$ cat config.mk
export PLATFORM = sky130hd
export DESIGN_NAME = uart_bus_responder
export DESIGN_NICKNAME = d
export VERILOG_FILES = /design/src/rtl/uart_bus_responder.sv
export SDC_FILE = /design/constraint.sdc
export NUM_CORES = 1
export LEC_CHECK = 0
export CAP_MARGIN = 20
export CELL_PAD_IN_SITES_DETAIL_PLACEMENT = 0
export CELL_PAD_IN_SITES_GLOBAL_PLACEMENT = 1
export CORE_ASPECT_RATIO = 0.8
export CORE_MARGIN = 3
export CORE_UTILIZATION = 42
export CTS_BUF_LIST = sky130_fd_sc_hd__clkbuf_2
export DETAILED_ROUTE_END_ITERATION = 10
export PLACE_DENSITY = 0.95
export SYNTH_ARGS = -nofsm -noshare
export SYNTH_HDL_FRONTEND = slang
export SYNTH_SLANG_ARGS = --single-unit
$ cat constraint.sdc
create_clock -name clk -period 4.07 [get_ports clk]
set_input_delay 0.814 -clock clk [delete_from_list [all_inputs] [get_ports clk]]
set_output_delay 0.814 -clock clk [all_outputs]
set_load 0.1 [all_outputs]
$ cat src/rtl/uart_bus_responder.sv
`default_nettype none
// ============================================================================
// Module      : uart_bus_responder
// Description : Memory-mapped 8N1 UART on the CPU's MEM-stage data bus.
//               TXD register (BASE)   : write starts a transmit, read returns
//                                       the last byte loaded.
//               RXD register (BASE+4) : read returns the received byte and
//                                       clears rx_ready / overrun.
//               CON register (BASE+8) : {ferr, ovr, tx_busy, rx_ready,
//                                       tx_done, rx_ie, tx_ie}; [1:0] R/W,
//                                       read clears tx_done and ferr.
// Ports       : clk   - system clock, rising edge
//               reset - asynchronous active-low reset
//               rd/wr - bus read/write strobes
//               addr  - byte address, wdata - write data
//               rdata - combinational read data, 0 when not selected
//               irq   - level interrupt (TX done / RX ready)
//               rxd   - serial input (idle high), txd - serial output
// Revision    : 1.0 - initial release
// ============================================================================
module uart_bus_responder #(
    parameter int          CLK_HZ    = 50_000_000,
    parameter int          BAUD      = 9600,
    parameter logic [31:0] BASE_ADDR = 32'h4000_0018
) (
    input  logic        clk,
    input  logic        reset,
    input  logic        rd,
    input  logic        wr,
    input  logic [31:0] addr,
    input  logic [31:0] wdata,
    output logic [31:0] rdata,
    output logic        irq,
    input  logic        rxd,
    output logic        txd
);

    localparam int c_DIV      = CLK_HZ / BAUD;
    localparam int c_TICK_RAW = c_DIV / 16;
    // A zero tick period would stall the receiver, so clamp to one cycle.
    localparam int c_TICK     = (c_TICK_RAW < 1) ? 1 : c_TICK_RAW;
    localparam int c_DIV_W    = $clog2(c_DIV + 1);
    localparam int c_TICK_W   = $clog2(c_TICK + 1);

    typedef enum logic [1:0] {
        TX_IDLE  = 2'd0,
        TX_START = 2'd1,
        TX_DATA  = 2'd2,
        TX_STOP  = 2'd3
    } tx_state_e;

    typedef enum logic [1:0] {
        RX_IDLE  = 2'd0,
        RX_START = 2'd1,
        RX_DATA  = 2'd2,
        RX_STOP  = 2'd3
    } rx_state_e;

    // ------------------------------------------------------------------
    // State
    // ------------------------------------------------------------------
    tx_state_e             tx_state_q, tx_state_d;
    logic [c_DIV_W-1:0]    tx_cnt_q, tx_cnt_d;
    logic [2:0]            tx_bit_q, tx_bit_d;
    logic [7:0]            tx_shreg_q, tx_shreg_d;
    logic [7:0]            tx_byte_q, tx_byte_d;
    logic                  tx_done_q, tx_done_d;
    logic [1:0]            con_ie_q, con_ie_d;

    logic                  rx_sync1_q, rx_sync1_d;
    logic                  rx_sync2_q, rx_sync2_d;
    logic                  rx_prev_q, rx_prev_d;
    rx_state_e             rx_state_q, rx_state_d;
    logic [c_TICK_W-1:0]   rx_div_q, rx_div_d;
    logic [3:0]            rx_tick_q, rx_tick_d;
    logic [2:0]            rx_bit_q, rx_bit_d;
    logic [7:0]            rx_shreg_q, rx_shreg_d;
    logic [7:0]            rx_data_q, rx_data_d;
    logic                  rx_ready_q, rx_ready_d;
    logic                  ovr_q, ovr_d;
    logic                  ferr_q, ferr_d;

    // ------------------------------------------------------------------
    // Bus decode
    // ------------------------------------------------------------------
    logic w_sel_txd, w_sel_rxd, w_sel_con;
    logic w_tx_busy, w_txd_wr, w_rxd_rd, w_con_rd, w_con_wr;
    logic [31:0] w_con_val;
    logic w_unused_wdata;

    assign w_sel_txd = (addr == BASE_ADDR);
    assign w_sel_rxd = (addr == BASE_ADDR + 32'd4);
    assign w_sel_con = (addr == BASE_ADDR + 32'd8);

    // Busy is derived from the TX state register, so it is still 1 during
    // the final STOP cycle and a write landing there is dropped.
    assign w_tx_busy = (tx_state_q != TX_IDLE);
    assign w_txd_wr  = wr & w_sel_txd & ~w_tx_busy;
    assign w_rxd_rd  = rd & w_sel_rxd;
    assign w_con_rd  = rd & w_sel_con;
    assign w_con_wr  = wr & w_sel_con;

    assign w_unused_wdata = ^wdata[31:8];

    assign w_con_val = {25'b0, ferr_q, ovr_q, w_tx_busy, rx_ready_q,
                        tx_done_q, con_ie_q[1], con_ie_q[0]};

    always_comb begin
        rdata = 32'b0;
        if (rd) begin
            if (w_sel_txd)      rdata = {24'b0, tx_byte_q};
            else if (w_sel_rxd) rdata = {24'b0, rx_data_q};
            else if (w_sel_con) rdata = w_con_val;
        end
    end

    assign irq = (con_ie_q[0] & tx_done_q) | (con_ie_q[1] & rx_ready_q);

    // ------------------------------------------------------------------
    // Transmitter
    // ------------------------------------------------------------------
    logic w_tx_bit_end;
    logic w_tx_done_set;

    assign w_tx_bit_end = (tx_cnt_q == c_DIV_W'(c_DIV - 1));

    always_comb begin
        tx_state_d    = tx_state_q;
        tx_cnt_d      = tx_cnt_q;
        tx_bit_d      = tx_bit_q;
        tx_shreg_d    = tx_shreg_q;
        tx_byte_d     = tx_byte_q;
        w_tx_done_set = 1'b0;
        txd           = 1'b1;

        case (tx_state_q)
            TX_IDLE: begin
                tx_cnt_d = '0;
                if (w_txd_wr) begin
                    tx_shreg_d = wdata[7:0];
                    tx_byte_d  = wdata[7:0];
                    tx_bit_d   = 3'd0;
                    tx_state_d = TX_START;
                end
            end
            TX_START: begin
                txd = 1'b0;
                if (w_tx_bit_end) begin
                    tx_cnt_d   = '0;
                    tx_state_d = TX_DATA;
                end else begin
                    tx_cnt_d = tx_cnt_q + 1'b1;
                end
            end
            TX_DATA: begin
                txd = tx_shreg_q[0];
                if (w_tx_bit_end) begin
                    tx_cnt_d   = '0;
                    tx_shreg_d = {1'b0, tx_shreg_q[7:1]};
                    tx_bit_d   = tx_bit_q + 3'd1;
                    if (tx_bit_q == 3'd7) tx_state_d = TX_STOP;
                end else begin
                    tx_cnt_d = tx_cnt_q + 1'b1;
                end
            end
            TX_STOP: begin
                if (w_tx_bit_end) begin
                    tx_cnt_d      = '0;
                    w_tx_done_set = 1'b1;
                    tx_state_d    = TX_IDLE;
                end else begin
                    tx_cnt_d = tx_cnt_q + 1'b1;
                end
            end
            default: tx_state_d = TX_IDLE;
        endcase

        // Setting the flag takes priority over clear-on-read in one edge.
        tx_done_d = tx_done_q;
        if (w_tx_done_set)  tx_done_d = 1'b1;
        else if (w_con_rd)  tx_done_d = 1'b0;

        con_ie_d = con_ie_q;
        if (w_con_wr) con_ie_d = wdata[1:0];
    end

    // ------------------------------------------------------------------
    // Receiver
    // ------------------------------------------------------------------
    logic w_rx_fall, w_rx_tick, w_rx_set_ready, w_rx_set_ferr;

    assign w_rx_fall = rx_prev_q & ~rx_sync2_q;
    assign w_rx_tick = (rx_div_q == c_TICK_W'(c_TICK - 1));

    always_comb begin
        rx_sync1_d     = rxd;
        rx_sync2_d     = rx_sync1_q;
        rx_prev_d      = rx_sync2_q;
        rx_state_d     = rx_state_q;
        rx_div_d       = rx_div_q;
        rx_tick_d      = rx_tick_q;
        rx_bit_d       = rx_bit_q;
        rx_shreg_d     = rx_shreg_q;
        rx_data_d      = rx_data_q;
        w_rx_set_ready = 1'b0;
        w_rx_set_ferr  = 1'b0;

        if (rx_state_q == RX_IDLE) begin
            rx_div_d  = '0;
            rx_tick_d = 4'd0;
            rx_bit_d  = 3'd0;
            if (w_rx_fall) rx_state_d = RX_START;
        end else begin
            rx_div_d = w_rx_tick ? '0 : rx_div_q + 1'b1;
        end

        case (rx_state_q)
            RX_START: begin
                // Mid-start-bit check rejects glitches shorter than half a bit.
                if (w_rx_tick) begin
                    if (rx_tick_q == 4'd7) begin
                        rx_tick_d  = 4'd0;
                        rx_state_d = rx_sync2_q ? RX_IDLE : RX_DATA;
                    end else begin
                        rx_tick_d = rx_tick_q + 4'd1;
                    end
                end
            end
            RX_DATA: begin
                if (w_rx_tick) begin
                    rx_tick_d = rx_tick_q + 4'd1;
                    if (rx_tick_q == 4'd15) begin
                        rx_shreg_d = {rx_sync2_q, rx_shreg_q[7:1]};
                        rx_bit_d   = rx_bit_q + 3'd1;
                        if (rx_bit_q == 3'd7) rx_state_d = RX_STOP;
                    end
                end
            end
            RX_STOP: begin
                if (w_rx_tick) begin
                    rx_tick_d = rx_tick_q + 4'd1;
                    if (rx_tick_q == 4'd15) begin
                        rx_state_d = RX_IDLE;
                        if (rx_sync2_q) begin
                            rx_data_d      = rx_shreg_q;
                            w_rx_set_ready = 1'b1;
                        end else begin
                            w_rx_set_ferr = 1'b1;
                        end
                    end
                end
            end
            default: ;
        endcase

        rx_ready_d = rx_ready_q;
        if (w_rx_set_ready)  rx_ready_d = 1'b1;
        else if (w_rxd_rd)   rx_ready_d = 1'b0;

        ovr_d = ovr_q;
        if (w_rx_set_ready && rx_ready_q) ovr_d = 1'b1;
        else if (w_rxd_rd)                ovr_d = 1'b0;

        ferr_d = ferr_q;
        if (w_rx_set_ferr)   ferr_d = 1'b1;
        else if (w_con_rd)   ferr_d = 1'b0;
    end

    // ------------------------------------------------------------------
    // Registers
    // ------------------------------------------------------------------
    always_ff @(posedge clk or negedge reset) begin
        if (!reset) begin
            tx_state_q <= TX_IDLE;
            tx_cnt_q   <= '0;
            tx_bit_q   <= 3'd0;
            tx_shreg_q <= 8'd0;
            tx_byte_q  <= 8'd0;
            tx_done_q  <= 1'b0;
            con_ie_q   <= 2'd0;
            rx_sync1_q <= 1'b1;
            rx_sync2_q <= 1'b1;
            rx_prev_q  <= 1'b1;
            rx_state_q <= RX_IDLE;
            rx_div_q   <= '0;
            rx_tick_q  <= 4'd0;
            rx_bit_q   <= 3'd0;
            rx_shreg_q <= 8'd0;
            rx_data_q  <= 8'd0;
            rx_ready_q <= 1'b0;
            ovr_q      <= 1'b0;
            ferr_q     <= 1'b0;
        end else begin
            tx_state_q <= tx_state_d;
            tx_cnt_q   <= tx_cnt_d;
            tx_bit_q   <= tx_bit_d;
            tx_shreg_q <= tx_shreg_d;
            tx_byte_q  <= tx_byte_d;
            tx_done_q  <= tx_done_d;
            con_ie_q   <= con_ie_d;
            rx_sync1_q <= rx_sync1_d;
            rx_sync2_q <= rx_sync2_d;
            rx_prev_q  <= rx_prev_d;
            rx_state_q <= rx_state_d;
            rx_div_q   <= rx_div_d;
            rx_tick_q  <= rx_tick_d;
            rx_bit_q   <= rx_bit_d;
            rx_shreg_q <= rx_shreg_d;
            rx_data_q  <= rx_data_d;
            rx_ready_q <= rx_ready_d;
            ovr_q      <= ovr_d;
            ferr_q     <= ferr_d;
        end
    end

endmodule
`default_nettype wire
==> flow_results.org <==
** Clocking
- Clock-pin slew was measured on the worst setup and hold paths at 0.20 ns.
- For this design, the sink count on the clock tree is 77.
- CTS tree :: yes
- Number of gates resized after CTS :: 0
- Number of buffers between clock root and the deepest sink :: 2
- The number of clock buffers added by TritonCTS is 9.
- After clock tree synthesis, the flow added hold-fix buffers numbering 0.
- Clock insertion delay at the later pin of the skew report :: around 0.49 ns
- Setup repair bufs after CTS :: 0
- Clock tree synthesis selected as its root buffer the cell sky130_fd_sc_hd__clkbuf_2.
- In this run the number of H-tree levels came out at 3.

** Floorplanning
- From left edge to right edge, the die measures 116 um.
- Measured along the y axis, the die boundary spans 94.3 um.
- The floorplan step defined a die boundary enclosing between 10,000 and 15,000 sq um.
- Pin placement for this block handled 103 I/O pins.
- Core outline area :: 9270 sq um
- The floorplan has 31 rows.
- Effective utilization at floorplan :: 0.441

** Critical path
- Walking the worst path, the cells encountered are clkdlybuf4s50_1 -> or4b_2 -> nor3_1 -> buf_4 -> a21oi_1 -> nor3_2 -> buf_12.
- Standard cell with the maximum stage delay on the critical path :: sky130_fd_sc_hd__or4b_2
- At the worst endpoint, the required time is between 3 and 4 ns.
- STA classifies the critical path endpoint as an output pin.
- The setup path with the least slack is of type in2out.
- Buf+Inv Stages, Crit Path :: 3
- CP peak stage delay :: 0.67 ns
- Worst Path Arrival :: between 2 and 3 ns
- Among cell families on the critical path, the largest total delay comes from simple AND/OR/NAND/NOR gates.
- Critical-path maximum fanout :: 9
- Launching element type of the critical path :: input port

** Synthesis
- Share of flip-flops with an asynchronous set or reset after synthesis :: 1.00
- Synthesized flop and latch total :: 77
- List of most frequent post-synthesis cells :: sky130_fd_sc_hd__dfrtp_1, sky130_fd_sc_hd__nor2_1, sky130_fd_sc_hd__mux2_2
- Largest area contributor in the synthesized netlist :: sky130_fd_sc_hd__dfrtp_1
- Dominant cells by area after synthesis :: sky130_fd_sc_hd__dfrtp_1, sky130_fd_sc_hd__mux2_2, sky130_fd_sc_hd__buf_4
- Mean instance size in the synthesized netlist :: 10.7 sq um
- Post-synthesis sequential area ratio :: 0.472
- Netlist Area Pre-Place :: 4090 sq um
- Number of enable flip-flop cells after synthesis :: 0
- Area share of the leading cell type in the synthesized netlist :: 0.453
- Count of unique library cells instantiated by Yosys :: 52
- Post-Syn Instances :: 383
- During synthesis, Yosys emitted a total of 0 warnings.
- Most used flip-flop cell after synthesis :: sky130_fd_sc_hd__dfrtp_1
- The most common cell in the synthesized netlist is sky130_fd_sc_hd__dfrtp_1.

** Place
- Summing all placed instances gives a cell area of 4740 sq um.
- Routability-driven placement finished with a final weighted congestion of 0.775.
- I/O Buffers :: 54
- At the placement stage, the worst setup path has a slack of slightly below 0.4 ns.
- Post-detail-place hpwl :: 5910 um

** Detailed routing
- Routed vias/inst :: 5.19
- Number of optimization iterations in the first detailed-route pass :: 4
- For this block, the via count after detailed routing is 2,879.
- In the final routed layout, each cell accounts on average for ~15 um.
- Routed Antenna Nets :: 0
- Aggregate routed wire length :: 8140 um
- Iter 0 DRT Violations :: 145
- After detailed routing, the number of remaining DRC violations is 0.

** Flow run
- Across the run, the number of max-cap violations was 0.

** Timing
- Number of endpoints failing setup at the final stage :: 0
- Layout Skew :: ~0.031 ns
- Across all hold checks on the routed design, the worst slack comes to 0.384 ns.
- In the finished design, the share of the clock period the worst path needs comes to 0.902.
- In this run the tightest slew margin relative to its limit is 0.347.
- For the final routed database, the setup TNS stands at 0 ns.
- Final Hold Viols :: 0
- Setup repair after global routing left no endpoint under its margin.
- Across all setup checks in the final design, the least slack found is 0.397 ns.
- Final Critical Period :: about 3.7 ns
- Slew of the pin with the lowest slew margin :: 0.976 ns
- Fmax achieved :: roughly 0.27 GHz
- Number of pins with negative max-slew slack in the final report :: 0

** Pwr
- Cell-internal power :: between 1000 and 1500 uW
- The share of total power dissipated in the clock network is 0.217.
- Summed over all nets, the switching power comes to 475 uW.
- Max IR drop VDD :: 0.147 mV
- Combinational group share of total power :: 0.195
- Summed over all cells, the static leakage comes to between 0.002 and 0.0025 uW.
- The share of total power dissipated in sequential elements is 0.588.
- Of the total power, the share spent switching nets is 0.320.
- Power density cells :: 308 nW/um^2
- Overall power consumption after layout is estimated at 1480 uW.

** Global routing
- Maximum number of pins on one net before global-route repair :: 78
- The number of global-route vias before repair came to 2,787.
- The first global-routing pass estimated 13,000 um of wire.
- Global-route usage over all layers :: 0.150
- GR Overflow Total :: 0
- The number of antenna violations at the first check in global routing is 0.

** Hold path
- Class of the most critical hold timing path :: reg2reg

** Final layout
- The filler cells instantiated in the layout total approximately 790.
- Cell area after layout :: 4820 sq um
- The final layout contains approximately 520 nets.
- Count of inserted antenna diode cells :: 0
- Syn-to-layout area delta :: 17.8%
- Fraction of final layout cells with drive strength greater than 1 :: 0.207

** Outcome
- The run finished with clean final reports.
sequential cells by signal, summed over array words and instances (netlist names):
name and count:
con_ie_q 2, ovr_q 1, rx_sync1_q 1, rx_prev_d 1, tx_shreg_q 8, tx_cnt_q 13, rx_shreg_q 8, rx_data_q 8
rx_div_q 9, rx_tick_q 4, tx_state_q 2, tx_done_q 1, rx_bit_q 3, tx_bit_q 3, rx_state_q 2, rx_ready_q 1
ferr_q 1, tx_byte_q 8, rx_prev_q 1
metrics by stage:
| stage | cells | util |
|---|---|---|
| 6_report | 555 | 0.520 |
| 4_1_cts | 555 | 0.520 |
| 5_1_grt | 555 | 0.520 |
| 3_3_place_gp | 540 | 0.511 |
| 2_1_floorplan | 406 | - |
| 3_5_place_dp | 540 | 0.511 |
worst reg2reg max path, stage by stage (launching register included):
cell and delay [ns]:
sky130_fd_sc_hd__dfrtp_1 0.48, sky130_fd_sc_hd__inv_1 0.08, sky130_fd_sc_hd__ha_1 0.15, sky130_fd_sc_hd__nand2_1 0.08, sky130_fd_sc_hd__nor4_1 0.72, sky130_fd_sc_hd__nand3_1 0.15, sky130_fd_sc_hd__nor2_1 0.69, sky130_fd_sc_hd__mux2_2 0.41
final timing paths:
kind	from	to	slack, ns	depth (start not counted)
max	addr[4]	rdata[6]	0.40	7
min	rx_sync1_q$_DFF_PN1_	rx_prev_d$_DFF_PN1_	0.38	0
max reg2reg	rx_div_q[0]$_DFF_PN0_	rx_shreg_q[5]$_DFFE_PN0P_	1.22	7
min reg2reg	rx_sync1_q$_DFF_PN1_	rx_prev_d$_DFF_PN1_	0.38	0
max in group asynchronous	reset	rx_data_q[5]$_DFFE_PN0P_	3.00	1
min in group asynchronous	reset	rx_tick_q[1]$_DFF_PN0_	0.43	1
layout by cell type (no fill, tap or decap), drive strengths merged, types with 6 or more instances in the layout:
master          n
xor2           13
nand2          21
dfrtp          74
nor4            8
conb           24
nor2           48
a21oi          14
nand3          13
clkdlybuf4s50  44
ha             13
buf            13
mux2           43
inv            14
nor3            6
xnor2           7
nand4           9
o21ai           9
clkbuf          9
mux2i           9
area by class of cell:
cell class	instances	area, sq um	area share
Tap cell	115	144	0.0299
Timing Repair Buffer	57	638	0.132
Inverter	14	52.6	0.0109
Clock buffer	9	45.0	0.00935
Multi-Input combinational cell	277	1980	0.410
Clock inverter	6	31.3	0.00649
Sequential cell	77	1930	0.401
power by group through the flow:
stage | Sequential [uW] | Clock [uW] | Combinational (uW)
6_report | 870 | 322 | 289
5_1_grt | 880 | 364 | 314
4_1_cts | 870 | 336 | 292
3_5_place_dp | 884 | 0 | 291
3_3_place_gp | 880 | 0 | 286
2_1_floorplan | 867 | 0 | 234
logic make-up after synthesis:
family | share of synthesized area
adders and majority gates | 0.0398
buffers and inverters | 0.0722
AOI/OAI and AO/OA | 0.0655
other | 0.000917
and+or+nand+nor | 0.158
DFF | 0.472
xor gates and xnor gates | 0.0428
muxes | 0.149
per-layer routing:
layer,vias up,share of wire,GRT usage
met3,10,0.070,0.0309
met2,103,0.43,0.232
met1,1375,0.48,0.207
li1,1391,-,-
met5,-,0,0
met4,0,0.014,0.0560
No activity file was read; power rests on OpenSTA's default activity.
